==> src/rtl/ariane_pkg.sv <==
// Core-wide types and constants used by the execute stage.
package ariane_pkg;

  typedef enum logic [1:0] {
    SfenceIdle,
    SfenceWaitCommit,
    SfenceDrain,
    SfenceFlush
  } sfence_state_e;

  localparam int unsigned SFENCE_DRAIN_CNT_W = 16;

endpackage

==> src/rtl/riscv_pkg.sv <==
// Minimal RISC-V architectural constants shared across the core.
package riscv;
  localparam int unsigned VLEN = 64;
endpackage

==> src/rtl/sfence_vma_ctrl.sv <==
// SFENCE.VMA sequencer: captures operands at issue, waits for commit, drains
// outstanding stores, then emits a single-cycle TLB flush strobe.
module sfence_vma_ctrl
  import ariane_pkg::*;
#(
  parameter int unsigned ASID_WIDTH = 1,
  parameter int unsigned VLEN       = riscv::VLEN
) (
  input  logic                          clk_i,
  input  logic                          rst_ni,
  input  logic                          flush_i,
  input  logic                          issue_valid_i,
  input  logic [VLEN-1:0]               rs1_i,
  input  logic [ASID_WIDTH-1:0]         rs2_i,
  input  logic                          rs1_is_x0_i,
  input  logic                          rs2_is_x0_i,
  input  logic                          commit_i,
  input  logic                          no_st_pending_i,
  input  logic                          wbuffer_empty_i,
  output logic                          ready_o,
  output logic                          busy_o,
  output logic                          flush_tlb_o,
  output logic [VLEN-1:0]               vaddr_o,
  output logic [ASID_WIDTH-1:0]         asid_o,
  output logic                          flush_all_vaddr_o,
  output logic                          flush_all_asid_o,
  output logic [SFENCE_DRAIN_CNT_W-1:0] drain_cycles_o
);

  sfence_state_e                 state_d, state_q;
  logic [VLEN-1:0]               vaddr_d, vaddr_q;
  logic [ASID_WIDTH-1:0]         asid_d, asid_q;
  logic                          all_va_d, all_va_q;
  logic                          all_asid_d, all_asid_q;
  logic [SFENCE_DRAIN_CNT_W-1:0] cnt_d, cnt_q;
  logic                          drained;

  assign drained = no_st_pending_i & wbuffer_empty_i;

  always_comb begin
    state_d    = state_q;
    vaddr_d    = vaddr_q;
    asid_d     = asid_q;
    all_va_d   = all_va_q;
    all_asid_d = all_asid_q;
    cnt_d      = cnt_q;
    unique case (state_q)
      SfenceIdle: begin
        if (issue_valid_i && !flush_i) begin
          vaddr_d    = rs1_i;
          asid_d     = rs2_i;
          all_va_d   = rs1_is_x0_i;
          all_asid_d = rs2_is_x0_i;
          state_d    = SfenceWaitCommit;
        end
      end
      SfenceWaitCommit: begin
        // A squash outranks a same-cycle commit.
        if (flush_i) begin
          state_d = SfenceIdle;
        end else if (commit_i) begin
          cnt_d   = '0;
          state_d = SfenceDrain;
        end
      end
      SfenceDrain: begin
        // Already committed, so flush_i is deliberately not looked at here.
        if (drained) begin
          state_d = SfenceFlush;
        end else if (cnt_q != '1) begin
          cnt_d = cnt_q + SFENCE_DRAIN_CNT_W'(1);
        end
      end
      SfenceFlush: state_d = SfenceIdle;
      default:     state_d = SfenceIdle;
    endcase
  end

  always_ff @(posedge clk_i or negedge rst_ni) begin
    if (!rst_ni) begin
      state_q    <= SfenceIdle;
      vaddr_q    <= '0;
      asid_q     <= '0;
      all_va_q   <= 1'b0;
      all_asid_q <= 1'b0;
      cnt_q      <= '0;
    end else begin
      state_q    <= state_d;
      vaddr_q    <= vaddr_d;
      asid_q     <= asid_d;
      all_va_q   <= all_va_d;
      all_asid_q <= all_asid_d;
      cnt_q      <= cnt_d;
    end
  end

  assign ready_o           = (state_q == SfenceIdle);
  assign busy_o            = (state_q != SfenceIdle);
  assign flush_tlb_o       = (state_q == SfenceFlush);
  assign vaddr_o           = vaddr_q;
  assign asid_o            = asid_q;
  assign flush_all_vaddr_o = all_va_q;
  assign flush_all_asid_o  = all_asid_q;
  assign drain_cycles_o    = cnt_q;

endmodule

==> config.mk <==
export PLATFORM = sky130hd
export DESIGN_NAME = sfence_vma_ctrl
export DESIGN_NICKNAME = d
export VERILOG_FILES = /design/src/rtl/ariane_pkg.sv /design/src/rtl/riscv_pkg.sv /design/src/rtl/sfence_vma_ctrl.sv
export SDC_FILE = /design/constraint.sdc
export NUM_CORES = 1
export LEC_CHECK = 0
export ABC_AREA = 1
export CELL_PAD_IN_SITES_DETAIL_PLACEMENT = 1
export CELL_PAD_IN_SITES_GLOBAL_PLACEMENT = 2
export CORE_UTILIZATION = 34
export CTS_CLUSTER_DIAMETER = 40
export DETAILED_ROUTE_END_ITERATION = 10
export DONT_BUFFER_PORTS = 1
export PLACE_DENSITY = 0.83
export SLEW_MARGIN = 15
export SYNTH_ARGS = -nofsm -noshare
export SYNTH_HDL_FRONTEND = slang
export SYNTH_SLANG_ARGS = --single-unit
==> constraint.sdc <==
create_clock -name clk_i -period 1.6 [get_ports clk_i]
set_clock_uncertainty 0.1 [all_clocks]
set_input_delay 0.32 -clock clk_i [delete_from_list [all_inputs] [get_ports clk_i]]
set_output_delay 0.32 -clock clk_i [all_outputs]
set_load 0.02 [all_outputs]
; After elaboration in Yosys (flattened, before gate mapping)
; Index checks and enable logic that the tools add are counted.
[word_totals]
out_inout_bits = 86
regBits = 85
[classes]
eq_ne = 11
n_mux = 10
bitwise = 1
n_reduce_logical = 8
add_sub_neg = 1
[ops]
columns = operator, count
row1 = two-way mux 16 bit, 4
row2 = one-hot mux 16 bit (2 select lines), 1
row3 = adder 16 x 1 -> 16 bit (second input constant), 1
row4 = inequality test 16 bit (second input constant), 1
row5 = inequality test 2 bit (second input constant), 5
row6 = two-way mux 2 bit, 4
row7 = one-hot mux 2 bit (4 select lines), 1
row8 = AND reduction 5 bit, 1
row9 = equality test 2 bit (second input constant), 2
row10 = nonzero test 2 bit, 2
row11 = inequality test 3 bit (second input constant), 1
row12 = AND reduction 3 bit, 1
row13 = equality test 2 x 1 -> 1 bit (second input constant), 1
row14 = zero test 2 bit, 1
row15 = inequality test 2 x 1 -> 1 bit (second input constant), 1
row16 = AND reduction 2 bit, 1
row17 = AND 1 bit, 1
row18 = logical AND 1 bit, 1
row19 = zero test 1 bit, 1

; Longest topological paths before layout
[depth]
word_depth = 4
ltp_mapped = 10
depth_no_buf = 10

; Worst setup path after synthesis
; OpenSTA, ideal clock, no wires.
[synth_timing]
path_kind = reg2reg
from = reg state_q[0]
to = reg vaddr_q[0], in the netlist vaddr_o[0]
period_less_slack_ns = 1.780
stages_incl_launch_ff = 8
t_required_ns = 1.375
arrival_time_ns = 1.555
setup_time_ns = 0.125
slack_ns = -0.180
path_cell_list = dfrtp_1 inv_1 nand2_1 inv_1 nand2_1 buf_4 buf_4 mux2_2
[synth_via]
elab_chain_cells = 2
[synth_lines]
columns = item, line
row1 = start: declaration, sfence_vma_ctrl.sv:30  ; sfence_state_e state_d, state_q;
row2 = start signal: assignment, sfence_vma_ctrl.sv:81  ; state_q <= SfenceIdle;
row3 = start signal: assignment, sfence_vma_ctrl.sv:88  ; state_q <= state_d;
row4 = zero test 2 bit, n/a
row5 = net ready_o, sfence_vma_ctrl.sv:20  ; output logic ready_o,
row6 = AND reduction 2 bit (no source line), n/a
row7 = end signal: assignment, sfence_vma_ctrl.sv:89  ; vaddr_q <= vaddr_d;
row8 = end: declaration, sfence_vma_ctrl.sv:31  ; logic [VLEN-1:0] vaddr_d, vaddr_q;
; The timed path passes the listed nets, and every way through them passes these cells.
; A chain may end at the register's enable or synchronous reset.

; Worst setup path after layout
[layout_timing]
from = reg cnt_q[0], in the netlist drain_cycles_o[0]
to = reg cnt_q[7], in the netlist drain_cycles_o[7]
[layout_via]
elab_chain_cells = 4
[layout_lines]
columns = item, line
row1 = start: declaration, sfence_vma_ctrl.sv:35  ; logic [SFENCE_DRAIN_CNT_W-1:0] cnt_d, cnt_q;
row2 = start signal: assignment, sfence_vma_ctrl.sv:93  ; cnt_q <= cnt_d;
row3 = adder 16 x 1 -> 16 bit, sfence_vma_ctrl.sv:71  ; cnt_d = cnt_q + SFENCE_DRAIN_CNT_W'(1);
row4 = two-way mux 16 bit, sfence_vma_ctrl.sv:70  ; end else if (cnt_q != '1) begin
row5 = two-way mux 16 bit, sfence_vma_ctrl.sv:68  ; if (drained) begin
row6 = one-hot mux 16 bit (2 select lines), sfence_vma_ctrl.sv:47  ; unique case (state_q)
; Several ways; a longest one is shown, not always the timed one. The select of a mux whose other input is x is not followed.

==> impl_metrics.toml <==
[route]
routed_wl_microns = 10600
drtIter0Drc = 81
wl_per_cell_microns = 19.2
drtAntennaViolNets = 0
vias = 2718
viasPerCell = 4.91
dr.pass1.iters = 4
post-route-drc-count = 0

[placement]
port_buffers = 0
hpwl_microns = 6630
place_ws_ps = -42.3
place_congestion = 0.761
dpl_cell_area_sq_um = 4070
dp.cells = 482

[synthesis]
seq_area_frac_synth = 0.576
synth_cell_types = 25
syn_inst = 326
syn_area_sq_um = 3690
yosysWarnings = 0
yosys.area_share.xor_xnor = 0.0190
synth_top_family_by_area = "multiplexers"
muxShareOfSynthArea = 0.204
ys_ff_latch = 85
ys_top_cells_by_area = "dfrtp_1 58%, mux2_2 20%, nand2_1 8.1%"
synth_top_area_frac = 0.576
syn-num-nets = 401
yosys.area_share.adder = 0.00339
synth_compound_gate_area_share = 0.0210
avgSynthCellArea_sq_um = 11.3
synth-simple-area-share = 0.141
synth_top_cell_by_area = "dfrtp_1"

[timing]
min_period_ps = 1570
hold_ws_ps = -450
fmax_mhz = 637
final-setup-viol-count = 0
hold_violations = 85
finalSetupTns_ps = 0
slew_headroom = 0.799
tightest_slew_ps = 299
final-max-slew-violation-count = 0
fin_ws_ps = 30.4
rsz0062_at_grt = "true"
period_share = 0.981

[power]
leakage_nw = 2.18
irDropWorstVdd_mv = 0.884
seq_power_share = 0.577
p_sw_frac = 0.429
internal_power_mw = 4.78
total_power_mw = 8.37
clock_power_share = 0.179
netSwitchingPower_mw = 3.59
comb_power_share = 0.244
p_per_area_nw_per_um2 = 1700

[setup_path]
start_kind = "register"
rr_worst_depth = 9
worstSetupPathType = "register to register"
critical_path.max_stage_delay_ps = 410
worst-path-stages = 9
critPathBufInv = 1
cp_max_fo = 11
critical_path.top_delay_family = "flip-flops"
cp-end-kind = "register"
required_ps = 1740
cp_common_cell = "nand2_2"
crit_arrival_ps = 1710
path_cells = "ha_4, nand2_4, nor2_4, nand2_2, o21ai_4, a21oi_2, buf_12, nand2_2, nand2_1"
crit_slowest_cell = "dfrtp_2"

[cells_and_area]
n_antenna_cell = 0
drive_above_1_share = 0.361
finalNetCount = 488
fillCellCount = 1143
multiInputGateArea_sq_um = 1550
register_area_sq_um = 2130
final_cell_mix = "80 x dfrtp_1, 70 x nand2_1, 67 x mux2_2, 51 x dlygate4sd3_1, 30 x buf_4"
final_core_util = 0.472
syn_to_final_growth_pct = 33.1
instances_no_fill = 554
fin_area_sq_um = 4920
layout.cells.most_common = "dfrtp_1"

[die]
row_count = 37
die_w_microns = 106
coreArea_sq_um = 10400
pin_count = 160
start_util = 0.355
die_y_microns = 106
die_area_sq_um = 11300

[cts]
cts_num_sinks = 85
clock_path_buffers = 2
clk_pin_slew_ps = 90
cts_made_buffers = 9
clkLatencyLatePin_ps = 350
clockRootBuffer = "clkbuf_8"
tritoncts = "yes"
cts.htree.levels = 3

[outcome]
violations = "negative hold slack"
status = "finished, violations left"

[hold_path]
hold_class = "input pin to asynchronous set/reset pin"

[global_routing]
grt_overflow = 0
grt_pass1_wl_microns = 15700
grtUsageTotal = 0.183
grt_max_degree = 86
antenna_found_initial = 0
first_global_vias = 2976

[job]
cap_violations = 0
## cells by family (layout without fill, tap and decap cells)
logic type | after synthesis | after routing
AOI/OAI and AO/OA | 12 | 12
xor gates and xnor gates | 8 | 8
adders and majority gates | 1 | 1
buffers and inverters | 27 | 118
DFF | 85 | 85
muxes | 67 | 67
and+or+nand+nor | 126 | 127
## registers in the layout (all words and copies together) (netlist names), named ones only
register and count:
asid_o 1, drain_cycles_o 16, flush_all_asid_o 1, flush_all_vaddr_o 1, state_q 1, vaddr_o 64
## worst paths after layout
| path | endpoint | slack, ps | startpoint |
|---|---|---|---|
| setup / recovery | drain_cycles_o[7]$_DFFE_PN0P_ | 30 | drain_cycles_o[0]$_DFFE_PN0P_ |
| hold / removal | drain_cycles_o[15]$_DFFE_PN0P_ | -450 | rst_ni |
| setup reg to reg | drain_cycles_o[7]$_DFFE_PN0P_ | 30 | drain_cycles_o[0]$_DFFE_PN0P_ |
| hold reg to reg | drain_cycles_o[6]$_DFFE_PN0P_ | 450 | drain_cycles_o[6]$_DFFE_PN0P_ |
| max in group asynchronous | drain_cycles_o[2]$_DFFE_PN0P_ | 1640 | rst_ni |
| min in group clk_i | vaddr_o[22]$_DFFE_PN0P_ | 20 | rs1_i[22] |
## cell usage after synthesis
| cell | instances |
|---|---|
| o22ai_1 | 1 |
| xnor2_1 | 1 |
| nand2_1 | 80 |
| o21ai_2 | 1 |
| o211ai_1 | 1 |
| buf_2 | 4 |
| xor2_1 | 7 |
| ha_1 | 1 |
| a21oi_1 | 2 |
| nand2_2 | 3 |
| inv_1 | 17 |
| o21bai_1 | 4 |
| nand2_4 | 1 |
| nor2_2 | 1 |
| nor2_4 | 1 |
| clkbuf_1 | 1 |
| nor2_1 | 28 |
| nand3_1 | 5 |
| buf_8 | 1 |
| dfrtp_1 | 85 |
| nor3_1 | 1 |
| nand4_1 | 6 |
| mux2_2 | 67 |
| buf_4 | 4 |
| o21ai_0 | 3 |
## layer usage
| metal | vias to the layer above | GRT usage | wire length [microns] |
|---|---|---|---|
| met5 | - | 0 | 0 |
| met4 | 0 | 0.0754 | 255 |
| met3 | 19 | 0.0405 | 507 |
| met2 | 91 | 0.335 | 5810 |
| met1 | 1364 | 0.204 | 4050 |
| li1 | 1244 | - | - |
## power groups by stage
stage | Sequential (mW) | Combinational [mW] | Clock (mW)
after floorplan | 4.62 | 1.36 | 0
after global placement | 4.81 | 1.66 | 0
after detailed placement | 4.85 | 1.76 | 0
after CTS | 4.82 | 1.91 | 1.55
after global routing | 4.92 | 2.22 | 1.65
final | 4.83 | 2.04 | 1.50
## layout make-up
cell class / count / area share
clock buffers: 10 / 0.0280
clock inverters: 6 / 0.0109
inverters: 17 / 0.0130
multi-input cells: 215 / 0.315
flip-flops and latches: 85 / 0.434
well taps: 136 / 0.0346
repair buffers: 85 / 0.165
## worst reg2reg max path: cells and delay by family (launching register included)
kind	cells	cell delay (ps)
flip-flops	1	410
AO/OA/AOI/OAI	2	290
adder cells (fa/ha/maj)	1	160
buffers and inverters	1	160
AND/OR/NAND/NOR	5	350
## what timing repair did
action / in CTS / in global routing
pin swaps: 5 / 6
hold buffers: 37 / 14
gates resized for setup: 5 / 21
cloned: 1 / 1
setup buffers: 1 / 2
endpoints found under the hold margin: 122 / 99
endpoints found under the setup margin: 16 / 43
No activity file was read; power rests on OpenSTA's default activity.
